File: src/rtl/uart_rx_fifo_pkg.sv
// Shared constants for the UART receive buffer: default sizing and the capture FSM encoding.
package uart_pkg;
  localparam int DEPTH_DEFAULT   = 16;
  localparam int RECOVER_DEFAULT = 4;

  localparam logic [1:0] CAP_IDLE = 2'd0;
  localparam logic [1:0] CAP_ACK  = 2'd1;
  localparam logic [1:0] CAP_WAIT = 2'd2;
endpackage

File: src/rtl/uart_rx_fifo_if.sv
// Bundle of the UART-side handshake, the reader-side pop port and the status flags.
interface uart_rx_fifo_if import uart_pkg::*; #(
  parameter int DEPTH = DEPTH_DEFAULT
);
  localparam int AW = $clog2(DEPTH);

  logic [7:0]  uart_data_i;
  logic        uart_ready_i;
  logic        uart_error_i;
  logic        uart_ack_o;
  logic        uart_rst_n_o;
  logic [7:0]  rd_data_o;
  logic        rd_valid_o;
  logic        rd_ready_i;
  logic [AW:0] count_o;
  logic        overflow_o;
  logic        framing_error_o;
  logic        err_clr_i;

  modport master (
    output uart_data_i, uart_ready_i, uart_error_i, rd_ready_i, err_clr_i,
    input  uart_ack_o, uart_rst_n_o, rd_data_o, rd_valid_o, count_o,
           overflow_o, framing_error_o
  );

  modport slave (
    input  uart_data_i, uart_ready_i, uart_error_i, rd_ready_i, err_clr_i,
    output uart_ack_o, uart_rst_n_o, rd_data_o, rd_valid_o, count_o,
           overflow_o, framing_error_o
  );
endinterface

File: src/rtl/uart_rx_fifo_byte_fifo.sv
// DEPTH x 8 show-ahead FIFO; a push at full is accepted when a pop happens in the same cycle.
module byte_fifo import uart_pkg::*; #(
  parameter  int DEPTH = DEPTH_DEFAULT,
  localparam int AW    = $clog2(DEPTH)
) (
  input  logic        clk,
  input  logic        rst_n,
  input  logic        push_i,
  input  logic [7:0]  wdata_i,
  input  logic        pop_i,
  output logic [7:0]  rdata_o,
  output logic [AW:0] count_o
);
  logic [7:0]    mem [DEPTH];
  logic [AW-1:0] wptr_q, rptr_q;
  logic [AW:0]   count_q, count_d;
  logic          do_push, do_pop;

  always_comb begin
    do_pop  = pop_i && (count_q != '0);
    do_push = push_i && ((count_q != (AW+1)'(DEPTH)) || do_pop);
    count_d = count_q;
    case ({do_push, do_pop})
      2'b10:   count_d = count_q + (AW+1)'(1);
      2'b01:   count_d = count_q - (AW+1)'(1);
      default: count_d = count_q;
    endcase
  end

  // Storage is left out of reset so it maps onto plain memory.
  always_ff @(posedge clk) begin
    if (do_push) mem[wptr_q] <= wdata_i;
  end

  always_ff @(posedge clk or negedge rst_n) begin
    if (!rst_n) begin
      wptr_q  <= '0;
      rptr_q  <= '0;
      count_q <= '0;
    end else begin
      if (do_push) wptr_q <= wptr_q + AW'(1);
      if (do_pop)  rptr_q <= rptr_q + AW'(1);
      count_q <= count_d;
    end
  end

  assign rdata_o = mem[rptr_q];
  assign count_o = count_q;
endmodule

File: src/rtl/uart_rx_fifo.sv
// Captures octets from the UART receiver into a FIFO and pulses a recovery reset on receiver errors.
module uart_rx_fifo import uart_pkg::*; #(
  parameter  int DEPTH          = DEPTH_DEFAULT,
  parameter  int RECOVER_CYCLES = RECOVER_DEFAULT,
  localparam int AW             = $clog2(DEPTH)
) (
  input  logic           clk,
  input  logic           reset,
  uart_rx_fifo_if.slave  bus
);
  localparam int RW = (RECOVER_CYCLES > 1) ? $clog2(RECOVER_CYCLES) : 1;

  logic [1:0]    state_q, state_d;
  logic          ack_q, ack_d;
  logic          rst_n_q, rst_n_d;
  logic          guard_q, guard_d;
  logic [RW-1:0] rec_cnt_q, rec_cnt_d;
  logic          ovf_q, ovf_d;
  logic          ferr_q, ferr_d;
  logic [AW:0]   count;
  logic          pop, space, err_trig, cap_en, cap_evt, push;

  always_comb begin
    pop      = bus.rd_ready_i && (count != '0);
    space    = (count != (AW+1)'(DEPTH)) || pop;
    err_trig = bus.uart_error_i && rst_n_q && !guard_q;
    // An error edge already counts as recovery so no ack escapes alongside the UART reset.
    cap_en   = rst_n_q && !err_trig;
    cap_evt  = cap_en && (state_q == CAP_IDLE) && bus.uart_ready_i;
    push     = cap_evt && space;

    state_d = state_q;
    ack_d   = 1'b0;
    if (!cap_en) begin
      state_d = CAP_IDLE;
    end else begin
      case (state_q)
        CAP_IDLE: if (bus.uart_ready_i) begin
          state_d = CAP_ACK;
          ack_d   = 1'b1;
        end
        CAP_ACK:  state_d = CAP_WAIT;
        CAP_WAIT: if (!bus.uart_ready_i) state_d = CAP_IDLE;
        default:  state_d = CAP_IDLE;
      endcase
    end

    // rec_cnt counts remaining low cycles; zero at reset gives release on the first edge.
    rst_n_d   = rst_n_q;
    rec_cnt_d = rec_cnt_q;
    guard_d   = 1'b0;
    if (err_trig) begin
      rst_n_d   = 1'b0;
      rec_cnt_d = RW'(RECOVER_CYCLES - 1);
    end else if (!rst_n_q) begin
      if (rec_cnt_q == '0) begin
        rst_n_d = 1'b1;
        guard_d = 1'b1;
      end else begin
        rec_cnt_d = rec_cnt_q - RW'(1);
      end
    end

    ovf_d  = (cap_evt && !space) ? 1'b1 : (bus.err_clr_i ? 1'b0 : ovf_q);
    ferr_d = err_trig ? 1'b1 : (bus.err_clr_i ? 1'b0 : ferr_q);
  end

  always_ff @(posedge clk or negedge reset) begin
    if (!reset) begin
      state_q   <= CAP_IDLE;
      ack_q     <= 1'b0;
      rst_n_q   <= 1'b0;
      guard_q   <= 1'b0;
      rec_cnt_q <= '0;
      ovf_q     <= 1'b0;
      ferr_q    <= 1'b0;
    end else begin
      state_q   <= state_d;
      ack_q     <= ack_d;
      rst_n_q   <= rst_n_d;
      guard_q   <= guard_d;
      rec_cnt_q <= rec_cnt_d;
      ovf_q     <= ovf_d;
      ferr_q    <= ferr_d;
    end
  end

  byte_fifo #(.DEPTH(DEPTH)) u_fifo (
    .clk     (clk),
    .rst_n   (reset),
    .push_i  (push),
    .wdata_i (bus.uart_data_i),
    .pop_i   (pop),
    .rdata_o (bus.rd_data_o),
    .count_o (count)
  );

  assign bus.uart_ack_o      = ack_q;
  assign bus.uart_rst_n_o    = rst_n_q;
  assign bus.rd_valid_o      = (count != '0);
  assign bus.count_o         = count;
  assign bus.overflow_o      = ovf_q;
  assign bus.framing_error_o = ferr_q;
endmodule

File: src/flat_wrapper.sv
// flat-port wrapper written by rule: the top's interface ports become plain ports
module uart_rx_fifo_flat import uart_pkg::*;
#(
  parameter  int DEPTH          = DEPTH_DEFAULT,
  parameter  int RECOVER_CYCLES = RECOVER_DEFAULT,
  localparam int AW             = $clog2(DEPTH)
)
  (clk, reset, bus_uart_data_i, bus_uart_ready_i, bus_uart_error_i, bus_rd_ready_i, bus_err_clr_i, bus_uart_ack_o, bus_uart_rst_n_o, bus_rd_data_o, bus_rd_valid_o, bus_count_o, bus_overflow_o, bus_framing_error_o);
  uart_rx_fifo_if #(.DEPTH(DEPTH)) bus_i ();
  input  logic clk;
  input  logic reset;
  input wire logic [$bits(bus_i.uart_data_i)-1:0] bus_uart_data_i;
  input wire logic [$bits(bus_i.uart_ready_i)-1:0] bus_uart_ready_i;
  input wire logic [$bits(bus_i.uart_error_i)-1:0] bus_uart_error_i;
  input wire logic [$bits(bus_i.rd_ready_i)-1:0] bus_rd_ready_i;
  input wire logic [$bits(bus_i.err_clr_i)-1:0] bus_err_clr_i;
  output wire logic [$bits(bus_i.uart_ack_o)-1:0] bus_uart_ack_o;
  output wire logic [$bits(bus_i.uart_rst_n_o)-1:0] bus_uart_rst_n_o;
  output wire logic [$bits(bus_i.rd_data_o)-1:0] bus_rd_data_o;
  output wire logic [$bits(bus_i.rd_valid_o)-1:0] bus_rd_valid_o;
  output wire logic [$bits(bus_i.count_o)-1:0] bus_count_o;
  output wire logic [$bits(bus_i.overflow_o)-1:0] bus_overflow_o;
  output wire logic [$bits(bus_i.framing_error_o)-1:0] bus_framing_error_o;
  assign bus_i.uart_data_i = bus_uart_data_i;
  assign bus_i.uart_ready_i = bus_uart_ready_i;
  assign bus_i.uart_error_i = bus_uart_error_i;
  assign bus_i.rd_ready_i = bus_rd_ready_i;
  assign bus_i.err_clr_i = bus_err_clr_i;
  assign bus_uart_ack_o = bus_i.uart_ack_o;
  assign bus_uart_rst_n_o = bus_i.uart_rst_n_o;
  assign bus_rd_data_o = bus_i.rd_data_o;
  assign bus_rd_valid_o = bus_i.rd_valid_o;
  assign bus_count_o = bus_i.count_o;
  assign bus_overflow_o = bus_i.overflow_o;
  assign bus_framing_error_o = bus_i.framing_error_o;
  uart_rx_fifo #(.DEPTH(DEPTH), .RECOVER_CYCLES(RECOVER_CYCLES)) u_core (.clk(clk), .reset(reset), .bus(bus_i));
endmodule
File: config.mk
export PLATFORM = sky130hd
export DESIGN_NAME = uart_rx_fifo_flat
export DESIGN_NICKNAME = d
export VERILOG_FILES = /design/src/rtl/uart_rx_fifo_pkg.sv /design/src/rtl/uart_rx_fifo_if.sv /design/src/rtl/uart_rx_fifo_byte_fifo.sv /design/src/rtl/uart_rx_fifo.sv /design/src/flat_wrapper.sv
export SDC_FILE = /design/constraint.sdc
export NUM_CORES = 1
export LEC_CHECK = 0
export ABC_CLOCK_PERIOD_IN_PS = 3700
export BUFFER_PORTS_ARGS = -buffer_cell sky130_fd_sc_hd__buf_4
export CELL_PAD_IN_SITES_DETAIL_PLACEMENT = 2
export CELL_PAD_IN_SITES_GLOBAL_PLACEMENT = 2
export CORE_MARGIN = 1
export CORE_UTILIZATION = 46
export DETAILED_ROUTE_END_ITERATION = 7
export GPL_TIMING_DRIVEN = 0
export HOLD_SLACK_MARGIN = 0.1
export PLACE_DENSITY_LB_ADDON = 0.1
export REMOVE_ABC_BUFFERS = 1
export SETUP_SLACK_MARGIN = 0.3
export SYNTH_ARGS = -nofsm -noshare
export SYNTH_HDL_FRONTEND = slang
export SYNTH_SLANG_ARGS = --single-unit
export TNS_END_PERCENT = 20
File: constraint.sdc
create_clock -name clk -period 3.7 [get_ports clk]
set_clock_uncertainty 0.05 [all_clocks]
set_input_delay 0.555 -clock clk [delete_from_list [all_inputs] [get_ports clk]]
set_output_delay 0.555 -clock clk [all_outputs]
set_load 0.1 [all_outputs]
Yosys cells after proc, flatten, opt, wreduce, memory -nomap -nowiden
Memory sizes are Yosys's and may differ from the RTL's.
Index checks and enable logic that the tools add are counted.
{"block": "totals", "register_bits": 22, "ramBits": 128, "in_bits": 14, "n_memories": 1}
{"name": "u_core.u_fifo.mem", "words": 16, "word_bits": 8, "rd": 1, "rd_clocked_by_memory_dff": 0, "wr": 1, "line": "uart_rx_fifo_byte_fifo.sv:14", "rtl": "logic [7:0] mem [DEPTH];"}
{"block": "op_classes", "addsub": 5, "n_eq_ne": 9, "muxes": 21, "reduce_logical": 23}
{"op": "two-way mux 1 bit", "count": 13}
{"op": "two-way mux 2 bit", "count": 6}
{"op": "logical AND 1 bit", "count": 10}
{"op": "case mux 5 bit (2 select lines)", "count": 1}
{"op": "adder 4 x 1 -> 4 bit, second input constant", "count": 2}
{"op": "inequality test 3 bit, second input constant", "count": 2}
{"op": "case mux 2 bit (3 select lines)", "count": 1}
{"op": "nonzero test 2 bit", "count": 3}
{"op": "adder 5 x 1 -> 5 bit, second input constant", "count": 1}
{"op": "inequality test 5 bit, second input constant", "count": 1}
{"op": "nonzero test 5 bit", "count": 1}
{"op": "subtractor 5 x 1 -> 5 bit, second input constant", "count": 1}
{"op": "== test 2 x 1 -> 1 bit, second input constant", "count": 2}
{"op": "== test 2 bit, second input constant", "count": 2}
{"op": "zero test 2 bit", "count": 2}
{"op": "AND reduction 2 bit", "count": 2}
{"op": "zero test 1 bit", "count": 3}
{"op": "logical OR 1 bit", "count": 2}
{"op": "inequality test 2 x 1 -> 1 bit, second input constant", "count": 1}
{"op": "inequality test 2 bit, second input constant", "count": 1}
{"op": "subtractor 2 x 1 -> 2 bit, second input constant", "count": 1}

Longest topological paths before layout
{"block": "depth", "depth_word": 10, "depth_mapped": 12, "mapped_depth_nobuf": 10}

Cells and area by module
From an unflattened synthesis, not the netlist that was laid out.
{"block": "unflattened", "cells_unflattened": 335, "area_unflattened_um2": 6401.1}
{"mod": "byte_fifo", "instances": 1, "cells_per_inst": 299, "area_per_inst_um2": 5998.3, "seq_area_each_um2": 4169.0}
{"mod": "uart_rx_fifo", "instances": 1, "cells_per_inst": 36, "area_per_inst_um2": 402.9, "seq_area_each_um2": 225.2}

Worst setup path after synthesis
Ideal clock, no wire load.
{"block": "synth_path", "path_type": "flip-flop to flip-flop", "startpoint": "register u_core.u_fifo.count_q[1] (netlist: u_core.u_fifo.count_o[1])", "endpoint": "register u_core.u_fifo.count_q[4] (netlist: u_core.u_fifo.count_o[4])", "arrival_ps": 3646, "t_required_ps": 3491, "setup_slack_ps": -154, "path_stages_with_launch": 13, "synth_period_minus_slack_ps": 3854, "path_cell_list": "dfrtp_1 > clkbuf_2 > nor4_4 > a2111oi_4 > inv_1 > ha_1 > clkbuf_1 > xor2_1 > ha_1 > o21ai_0 > or4b_2 > o311a_1 > xnor2_1"}
{"block": "synth_via", "elab_chain_len": 7, "elab_cells_between_ends": 14, "classes_between": "add/sub: 2; eq/ne: 3; mux: 1; reduce/logical: 8"}
{"item": "start: declaration", "line": "uart_rx_fifo_byte_fifo.sv:16", "rtl": "logic [AW:0] count_q, count_d;"}
{"item": "start signal: assignment", "line": "uart_rx_fifo_byte_fifo.sv:43", "rtl": "count_q <= count_d;"}
{"item": "nonzero test 5 bit", "line": "uart_rx_fifo_byte_fifo.sv:20, uart_rx_fifo.sv:24"}
{"item": "logical AND 1 bit", "line": "uart_rx_fifo.sv:24", "rtl": "pop = bus.rd_ready_i && (count != '0);"}
{"item": "logical OR 1 bit / logical AND 1 bit (equally long branches)", "line": "uart_rx_fifo.sv:25, uart_rx_fifo_byte_fifo.sv:20"}
{"item": "logical AND 1 bit / logical OR 1 bit (equally long branches)", "line": "uart_rx_fifo.sv:30, uart_rx_fifo_byte_fifo.sv:21"}
{"item": "logical AND 1 bit", "line": "uart_rx_fifo_byte_fifo.sv:21", "rtl": "do_push = push_i && ((count_q != (AW+1)'(DEPTH)) || do_pop);"}
{"item": "== test 2 x 1 -> 1 bit / == test 2 bit (equally long branches)", "line": "uart_rx_fifo_byte_fifo.sv:23", "rtl": "case ({do_push, do_pop})"}
{"item": "case mux 5 bit (2 select lines) / nonzero test 2 bit (equally long branches)"}
Several ways; a longest one is shown, not always the timed one.
A chain may end at the register's enable or synchronous reset.

Final worst setup path
{"block": "layout_path", "startpoint": "register u_core.u_fifo.rptr_q[0]", "endpoint": "output bus_rd_data_o[0]"}
{"block": "layout_via", "elab_chain_len": 1}
{"item": "start: declaration", "line": "uart_rx_fifo_byte_fifo.sv:15", "rtl": "logic [AW-1:0] wptr_q, rptr_q;"}
{"item": "start signal: assignment", "line": "uart_rx_fifo_byte_fifo.sv:42", "rtl": "if (do_pop) rptr_q <= rptr_q + AW'(1);"}
{"item": "memory read (16 x 8 bit)"}
{"item": "end: declaration", "line": "flat_wrapper.sv:19", "rtl": "output wire logic [$bits(bus_i.rd_data_o)-1:0] bus_rd_data_o;"}
No other way between the ends.

==> metrics.md <==
| Metric | Value |
|---|---|
| Status | finished clean |
| Largest net degree at the start of global routing | 36 |
| Storage cell area | roughly 0.0044 mm^2 |
| Clock Tree Root | clkbuf_16 |
| Synthesis-to-layout area growth | 16.64% |
| Die area | roughly 0.014 mm^2 |
| Max frequency | just over 300 MHz |
| RSZ-0062 raised after global routing | true |
| Worst hold endpoint | u_core.u_fifo.mem[15][4] |
| Clock Tree Buf Depth | 2 |
| WL final | 15110 um |
| First-pass GRT wire length | around 22000 um |
| Synth Register Bits | 150 |
| CTS Buf Count | 17 |
| Core ar. | ~0.013 mm^2 |
| Top cells by area, synth | edfxtp_1, mux4_2, dfrtp_1 |
| DR pass1 iterations | 4 |
| R2r endpoint | u_core.u_fifo.count_o[4] |
| Power, Total | roughly 0.0064 W |
| Pre-CTS WS | between 0.02 and 0.025 ns |
| # diodes | 0 |
| Initial antenna violation count | 0 |
| DRC | 0 |
| Main synth FF type | edfxtp_1 |
| Die width | about 120 um |
| HP Class | primary input to register |
| TNS Setup | 0 ns |
| Area after DPL | between 0.006 and 0.007 mm^2 |
| Final net count | 389 |
| Number of synthesized flops with an enable pin | 128 |
| Yosys top cell by area | edfxtp_1 |
| Top cell type's share of synthesized area | 63.41% |
| Number of global-route vias before repair | approximately 3500 |
| Peak VDD IR | about 0.55 mV |
| Async set-or-reset flop fraction in the synthesized netlist | ~15% |
| Hold Crit Depth | 1 |
| R2R Path Start | u_core.state_q[1] |
| Worst setup EP type | output port |
| Design area | approximately 0.007 mm^2 |
| Avg WL per Cell | about 27 um |
| Tot GR Track Use | 24.78% |
| Worst EP required | 3.09 ns |
| Top Ports | 32 |
| Fillers | between 1000 and 1500 |
| CTS clk-pin slew, worst paths | roughly 0.060 ns |
| H-tree lvl count | 4 |
| Yosys warnings | 0 |
| Synth Area per Inst | roughly 18 um^2 |
| Synth cell types | 37 |
| CTS tree | done |
| Pwr dens | around 900 mW/mm^2 |
| Max-capacitance violation count | 0 |
| Vias post-DR | about 3100 |
| Final hold vios | 0 |
| Port bufs | 31 |
| Setup violations, final | 0 |
| Crit Path Category | register to output port |
| Initial Util | between 40% and 50% |
| CP startpoint kind | register |
| Tmin final | around 3.2 ns |
| Worst Reg-to-Reg Cells | 9 |
| Die H | roughly 120 um |
| Period utilization | around 88% |
| Seq/Total Area, Yosys | approximately 72% |
| WHS | ~0.41 ns |
| Slew @ Worst Pin | roughly 1.1 ns |
| Worst-path maximum fanout | 19 |
| Iter 0 DRT Violations | ~170 |
| Worst Path Arrival | 2.64 ns |
| Leakage | ~2.4 nW |
| Vias per cell | 5.716 |
| Final HPWL DP | between 9000 and 10000 um |
| Area of the multi-input gates | 0.001589 mm^2 |
| R2r setup slk | around 0.51 ns |
| Slew Limit Fails | 0 |
| Cell Area, Synth | 0.006062 mm^2 |
| Gr ovfl total | 0 |
| Layout cells sized above 1 | 28.57% |
| Max-Slew Margin vs Limit | roughly a quarter |
| Row count | between 40 and 50 |
| Post-Synthesis Cells | around 330 |
| Routability cong. | between 0.6 and 0.7 |
| Min-delay src | bus_uart_data_i[4] |
| Skew-Pair Late Insertion Delay | 0.42 ns |
| Clock sink count | 150 |
| Setup ws final | ~0.45 ns |
| Post-route ant nets | 0 |
## final cells by class
type,instances,share of cell area (%)
multi-input combinational,152,22.47
clock inverter,3,0.2477
inverter,9,0.4778
sequential,150,62.18
clock buffer,29,7.645
tap,172,3.044
timing repair buffer,35,3.929
## cell usage after synthesis, drive strengths merged, types with 3 or more instances
cell / count
edfxtp: 128
mux4: 32
dfrtp: 22
nand2: 19
a22oi: 17
nor2: 16
ha: 10
clkbuf: 9
inv: 9
buf: 8
nor3: 8
xnor2: 7
nor2b: 6
xor2: 4
a21oi: 3
nand2b: 3
o21ai: 3
## cells in the final DEF (no fill, tap or decap), types with 4 or more instances in the layout
cell       instances
clkbuf_1           5
nor3_1             4
nor2_1            16
nor2b_1            6
mux4_2            32
nor3_2             4
clkbuf_16         17
xor2_1             4
xnor2_1            7
ha_1               9
nand2_1           18
clkbuf_8           7
edfxtp_1         128
dfrtp_1           20
buf_4             33
a22oi_1           17
inv_1              9
## report_power, final
part / internal (W) / total (W) / switching [W]
combinational: 0.000790 / 0.00244 / 0.00165
sequential: 0.00198 / 0.00229 / 0.000309
clock: 0.000982 / 0.00163 / 0.000648
total: 0.00375 / 0.00636 / 0.00261
## worst max-delay path, stage by stage, from the launching register on
cell,delay (ns)
dfrtp_2,0.75
buf_12,0.28
mux4_2,0.53
a22oi_1,0.31
nand2_1,0.09
buf_4,0.24
## sequential cells by signal, summed over array words and instances (netlist names)
signal,cells
u_core.u_fifo.mem,128
u_core.u_fifo.wptr_q,4
u_core.u_fifo.count_o,5
u_core.bus.framing_error_o,1
u_core.bus.overflow_o,1
u_core.u_fifo.rptr_q,4
u_core.state_q,2
u_core.bus.uart_rst_n_o,1
u_core.guard_q,1
u_core.bus.uart_ack_o,1
u_core.rec_cnt_q,2
## how the worst max path moves through the flow
stage                            start                  endpoint  slack (ns)  depth (start not counted)
4_1_cts        u_core.u_fifo.rptr_q[0]          bus_rd_data_o[0]        0.35                          5
5_1_grt        u_core.u_fifo.rptr_q[0]          bus_rd_data_o[5]        0.28                          5
6_report       u_core.u_fifo.rptr_q[0]          bus_rd_data_o[0]        0.45                          5
3_3_place_gp   u_core.u_fifo.rptr_q[0]          bus_rd_data_o[4]       -0.22                          4
3_5_place_dp          bus_uart_ready_i  u_core.u_fifo.count_o[4]        0.02                         10
2_1_floorplan  u_core.bus.uart_rst_n_o  u_core.u_fifo.count_o[4]        0.02                         10
## logic make-up (layout without fill, tap and decap cells)
group           count (synthesis)  count (layout)  share of synthesized area [%]
buf+inv                        26              76                          1.734
flops                         150             150                          72.49
mux                            36              36                          12.59
simple gates                   63              63                          5.346
fa+ha+maj                      10              10                          2.064
compound gates                 32              32                          4.190
xor+xnor                       11              11                          1.589
## layer usage
layer	vias up	wire length, um	GRT usage, %
li1	1381	-	-
met1	1663	6016	30.70
met2	87	8201	43.35
met3	13	736	6.437
met4	0	155	6.667
met5	-	0	0
## per-stage QoR
stage	std cells	utilization (%)
finish	550	55.58
global placement	514	50.61
CTS	550	55.40
detailed placement	515	50.79
global route	550	55.58
floorplan	311	-
## timing repair
item / CTS / global route
setup endpoints to repair: 2 / 3
hold buffers: 1 / 0
hold endpoints to repair: 22 / 0
resized for setup: 1 / 1
setup buffers: 2 / 0
pin swaps: 1 / 0
Note: power is estimated with default switching activity, not from simulation.
